==> src/rtl/lcd_cmd_arbiter.sv <==
// Round-robin owner of one lcd_ctrl for two requesters: issue, optional 25-byte load, 9-beat window return.
// Owner is chosen in IDLE only when lcd_busy is low; once granted the transaction runs to DONE (or timeout).
module lcd_cmd_arbiter #(
  parameter int DW      = 8,
  parameter int IMG_PIX = 25,
  parameter int OUT_PIX = 9,
  parameter int TIMEOUT = 63
) (
  input  logic          clk,
  input  logic          reset,
  input  logic [1:0]    req,
  input  logic [2:0]    req_cmd0,
  input  logic [2:0]    req_cmd1,
  input  logic [DW-1:0] load_data0,
  input  logic [DW-1:0] load_data1,
  output logic [1:0]    grant,
  output logic [1:0]    load_rd,
  output logic [DW-1:0] rsp_data,
  output logic          rsp_valid,
  output logic [1:0]    done,
  output logic          err,
  output logic [2:0]    lcd_cmd,
  output logic          lcd_cmd_valid,
  output logic [DW-1:0] lcd_datain,
  input  logic          lcd_busy,
  input  logic [DW-1:0] lcd_dataout,
  input  logic          lcd_output_valid
);

  typedef enum logic [2:0] {
    S_IDLE,
    S_ISSUE,
    S_LOAD,
    S_WAIT,
    S_DONE
  } state_t;

  state_t          state_q, state_d;
  logic            owner_q, owner_d;
  logic            last_grant_q, last_grant_d;
  logic [2:0]      cmd_q, cmd_d;
  logic [4:0]      load_cnt_q, load_cnt_d;
  logic [3:0]      beat_cnt_q, beat_cnt_d;
  logic [5:0]      to_cnt_q, to_cnt_d;
  logic            timeout_q, timeout_d;
  logic            rsp_valid_q, rsp_valid_d;
  logic [DW-1:0]   rsp_data_q, rsp_data_d;

  always_ff @(posedge clk or negedge reset) begin
    if (!reset) begin
      state_q      <= S_IDLE;
      owner_q      <= 1'b0;
      last_grant_q <= 1'b1;
      cmd_q        <= 3'd0;
      load_cnt_q   <= 5'd0;
      beat_cnt_q   <= 4'd0;
      to_cnt_q     <= 6'd0;
      timeout_q    <= 1'b0;
      rsp_valid_q  <= 1'b0;
      rsp_data_q   <= '0;
    end else begin
      state_q      <= state_d;
      owner_q      <= owner_d;
      last_grant_q <= last_grant_d;
      cmd_q        <= cmd_d;
      load_cnt_q   <= load_cnt_d;
      beat_cnt_q   <= beat_cnt_d;
      to_cnt_q     <= to_cnt_d;
      timeout_q    <= timeout_d;
      rsp_valid_q  <= rsp_valid_d;
      rsp_data_q   <= rsp_data_d;
    end
  end

  always_comb begin
    state_d      = state_q;
    owner_d      = owner_q;
    last_grant_d = last_grant_q;
    cmd_d        = cmd_q;
    load_cnt_d   = load_cnt_q;
    beat_cnt_d   = beat_cnt_q;
    to_cnt_d     = to_cnt_q;
    timeout_d    = timeout_q;
    rsp_valid_d  = 1'b0;
    rsp_data_d   = rsp_data_q;
    unique case (state_q)
      S_IDLE: begin
        if (!lcd_busy && req != 2'b00) begin
          // Contention alternates away from the previous owner; a lone request wins outright.
          owner_d    = (req == 2'b11) ? ~last_grant_q : req[1];
          cmd_d      = owner_d ? req_cmd1 : req_cmd0;
          load_cnt_d = 5'd0;
          beat_cnt_d = 4'd0;
          to_cnt_d   = 6'd0;
          timeout_d  = 1'b0;
          state_d    = S_ISSUE;
        end
      end
      S_ISSUE: state_d = (cmd_q == 3'd0) ? S_LOAD : S_WAIT;
      S_LOAD: begin
        if (load_cnt_q == 5'(IMG_PIX - 1)) state_d = S_WAIT;
        else load_cnt_d = load_cnt_q + 5'd1;
      end
      S_WAIT: begin
        if (lcd_output_valid) begin
          rsp_valid_d = 1'b1;
          rsp_data_d  = lcd_dataout;
          to_cnt_d    = 6'd0;
          beat_cnt_d  = beat_cnt_q + 4'd1;
          if (beat_cnt_q == 4'(OUT_PIX - 1)) state_d = S_DONE;
        end else if (to_cnt_q == 6'(TIMEOUT - 1)) begin
          timeout_d = 1'b1;
          state_d   = S_DONE;
        end else begin
          to_cnt_d = to_cnt_q + 6'd1;
        end
      end
      S_DONE: begin
        last_grant_d = owner_q;
        state_d      = S_IDLE;
      end
      default: state_d = S_IDLE;
    endcase
  end

  always_comb begin
    grant         = 2'b00;
    load_rd       = 2'b00;
    done          = 2'b00;
    err           = 1'b0;
    lcd_cmd_valid = 1'b0;
    lcd_datain    = '0;
    if (state_q != S_IDLE) grant = owner_q ? 2'b10 : 2'b01;
    case (state_q)
      S_ISSUE: lcd_cmd_valid = 1'b1;
      S_LOAD: begin
        load_rd    = owner_q ? 2'b10 : 2'b01;
        lcd_datain = owner_q ? load_data1 : load_data0;
      end
      S_DONE: begin
        done = owner_q ? 2'b10 : 2'b01;
        err  = timeout_q;
      end
      default: ;
    endcase
  end

  assign lcd_cmd   = cmd_q;
  assign rsp_data  = rsp_data_q;
  assign rsp_valid = rsp_valid_q;

endmodule

==> config.mk <==
export PLATFORM = sky130hd
export DESIGN_NAME = lcd_cmd_arbiter
export DESIGN_NICKNAME = d
export VERILOG_FILES = /design/src/rtl/lcd_cmd_arbiter.sv
export SDC_FILE = /design/constraint.sdc
export NUM_CORES = 1
export LEC_CHECK = 0
export ABC_AREA = 1
export CAP_MARGIN = 25
export CORE_UTILIZATION = 37
export CTS_BUF_LIST = sky130_fd_sc_hd__clkbuf_2 sky130_fd_sc_hd__clkbuf_4 sky130_fd_sc_hd__clkbuf_8
export CTS_CLUSTER_SIZE = 8
export DETAILED_ROUTE_END_ITERATION = 6
export GPL_TIMING_DRIVEN = 0
export PLACE_DENSITY = 0.68
export SETUP_SLACK_MARGIN = 0.1
export SYNTH_ARGS = -nofsm -noshare
export SYNTH_HDL_FRONTEND = slang
export SYNTH_SLANG_ARGS = --single-unit
==> constraint.sdc <==
create_clock -name clk -period 3.1 [get_ports clk]
set_input_delay 0.62 -clock clk [delete_from_list [all_inputs] [get_ports clk]]
set_output_delay 0.62 -clock clk [all_outputs]
set_load 0.005 [all_outputs]
==> results.json <==
{
  "crit_path_cell_trace": "nor2_1 > nand2_2 > nor2_2 > a22o_1 > clkdlybuf4s50_1",
  "numCtsBuffers": 5,
  "yosysSeqAreaShare": 0.458,
  "cts_hold_buf": 0,
  "clk_pin_slew_ns": 0.07,
  "drt-initial-drc-count": 54,
  "pwr_density_cell_nw_per_um2": 721,
  "clock_latency_ns": 0.29,
  "place.gp.congestion": 0.813,
  "rsz0062_at_grt": "no",
  "ant_nets": 0,
  "port_buffers": 63,
  "area_growth_pct": 44.0,
  "end_kind": "output port",
  "fmax_mhz": 374,
  "drc": 0,
  "yosysTopAreaCell": "dfrtp_1",
  "p_sw_frac": 0.365,
  "crit_slowest_cell": "clkdlybuf4s50_1",
  "num_io_pins": 64,
  "path_delay_family": "simple AND/OR/NAND/NOR gates",
  "cts_sinks": 33,
  "slew_headroom": 0.517,
  "fin_crit_sh": 0.862,
  "start_util": 0.383,
  "final_common_cell": "nand2_1",
  "crit_type": "flop to output port",
  "worstSetupStartpointType": "flop",
  "first_pass_iters": 4,
  "setup_viol": 0,
  "yosys-top-cells-area": "dfrtp_1 44%, nand2_1 13%, o21ai_0 5.3%",
  "viasPerCell": 4.74,
  "hold_violations": 0,
  "grt_pass1_wl_mm": 7.11,
  "slowest_delay_ns": 0.49,
  "cts_buffer_depth": 2,
  "cts_root_buffer": "clkbuf_8",
  "combPwrFrac": 0.482,
  "worstPathRequired_ns": 2.48,
  "overflow": 0,
  "wirelength_mm": 4.08,
  "synth_cell_types": 26,
  "tritoncts": "done",
  "outcome": "finished clean",
  "pwr-share-seq": 0.350,
  "track_usage": 0.178,
  "min_period_ns": 2.67,
  "grt_max_degree": 34,
  "die_y_um": 71.9,
  "synth_top_area_frac": 0.443,
  "hold_path_class": "input pin to asynchronous set/reset pin",
  "worstMarginPinSlew_ns": 0.725,
  "rows": 25,
  "layout.nets": 339,
  "synth_area_per_cell_um2": 7.96,
  "htree_levels": 2,
  "vias": 1731,
  "syn-num-nets": 269,
  "p_switching_mw": 0.684,
  "die-width_um": 71.9,
  "worstPathArrival_ns": 2.05,
  "path_max_fanout": 9,
  "syn_area_um2": 1810,
  "yosys_warnings": 0,
  "cap_viol_max_count": 0,
  "ctsResizeCount": 0,
  "fin_total_pwr_mw": 1.88,
  "skew_ns": 0.00740,
  "wl_per_cell_um": 11.2,
  "place.detailed.hpwl_mm": 3.17,
  "ir_drop_mv": 0.413,
  "ys_ff_latch": 33,
  "diodes": 0,
  "layout_common_cells": "63 x nand2_1, 62 x clkdlybuf4s50_1, 32 x dfrtp_1",
  "grt_pass1_vias": 1642,
  "die_area_um2": 5170,
  "fin_setup_tns_ns": 0,
  "fillers": 463,
  "p_int_mw": 1.19,
  "drive_gt1_frac": 0.107,
  "post_cts_buffers": 0,
  "power.share.clock": 0.168,
  "synth_cells": 227,
  "grt_antenna_before_repair": 0,
  "crit_buf_inv": 1,
  "p_leak_nw": 1.19,
  "core_area_um2": 4720,
  "slew_viol_final": 0
}
-- layer usage --
metal / track usage / up-vias / part of all wire
met1: 0.197 / 798 / 0.43
met3: 0.0633 / 6 / 0.085
met2: 0.311 / 54 / 0.47
met4: 0.0719 / 0 / 0.017
met5: 0 / - / 0
li1: - / 873 / -
-- registers in the layout (all words and copies together), names as in the netlist --
signal and cells:
rsp_valid 1, state_q 3, lcd_cmd 3, last_grant_q 1, to_cnt_q 6, load_cnt_q 5, timeout_q 1, owner_q 1
rsp_data 8, beat_cnt_q 4
-- cell usage after synthesis --
library cell  number
o21ai_1            3
ha_1               6
inv_2              6
buf_6              2
nand2_2            4
inv_1             25
xor2_1             2
or2_2              2
dfrtp_1           32
o21bai_1           2
o22ai_1            3
o21ai_0           19
nand2_1           63
nor2_1            18
buf_2              1
dfstp_2            1
a21oi_1            2
nand3_2            1
o21ba_2            1
o21ai_4            1
nand4_1            5
nand3_1           14
a22o_1             8
nor2_2             3
nor2_4             1
nor3_1             2
-- path summary, 6_finish.rpt --
path / start / end / slack, ns / cells past startpoint
worst max-delay path: state_q[0] / lcd_datain[0] / 0.43 / 5
worst min-delay path: reset / beat_cnt_q[3] / 0.39 / 1
worst max register to register: state_q[0] / load_cnt_q[0] / 1.66 / 8
worst min register to register: rsp_data[7] / rsp_data[7] / 0.47 / 2
max in group asynchronous: reset / load_cnt_q[0] / 2.25 / 1
min in group clk: rsp_data[7] / rsp_data[7] / 0.47 / 2
-- cell families (layout without fill, tap and decap cells) --
family,after synthesis,in the layout,share of synthesized area
flops,33,33,0.458
xor+xnor,2,2,0.00970
compound gates,39,39,0.139
fa+ha+maj,6,6,0.0416
buf+inv,34,105,0.0796
simple gates,113,113,0.273
-- per-stage QoR --
stage,std cells,area (um^2),worst slack (ns),hold WS [ns],utilization
after floorplan,227,1810,1.35,0.324,-
after global placement,357,2520,0.726,0.453,0.534
after detailed placement,357,2520,0.719,0.458,0.533
after CTS,365,2600,0.392,0.408,0.551
after global routing,365,2600,0.287,0.438,0.551
final,365,2600,0.427,0.390,0.551
-- power by group through the flow --
stage	Clock [mW]	Combinational, mW	Sequential [mW]
6_report	0.316	0.904	0.656
5_1_grt	0.347	1.02	0.677
4_1_cts	0.334	0.919	0.658
3_5_place_dp	0	0.916	0.664
3_3_place_gp	0	0.897	0.660
2_1_floorplan	0	0.479	0.660
-- layout make-up --
class                           count  area [um^2]  area share
Multi-Input combinational cell    160          836       0.321
Sequential cell                    33          827       0.318
Timing Repair Buffer               63          626       0.240
Inverter                           31          116      0.0447
Tap cell                           67         83.8      0.0322
Clock buffer                        6         76.3      0.0293
Buffer                              3         27.5      0.0106
Clock inverter                      2         10.0     0.00385
(Power assumes the default switching activity.)
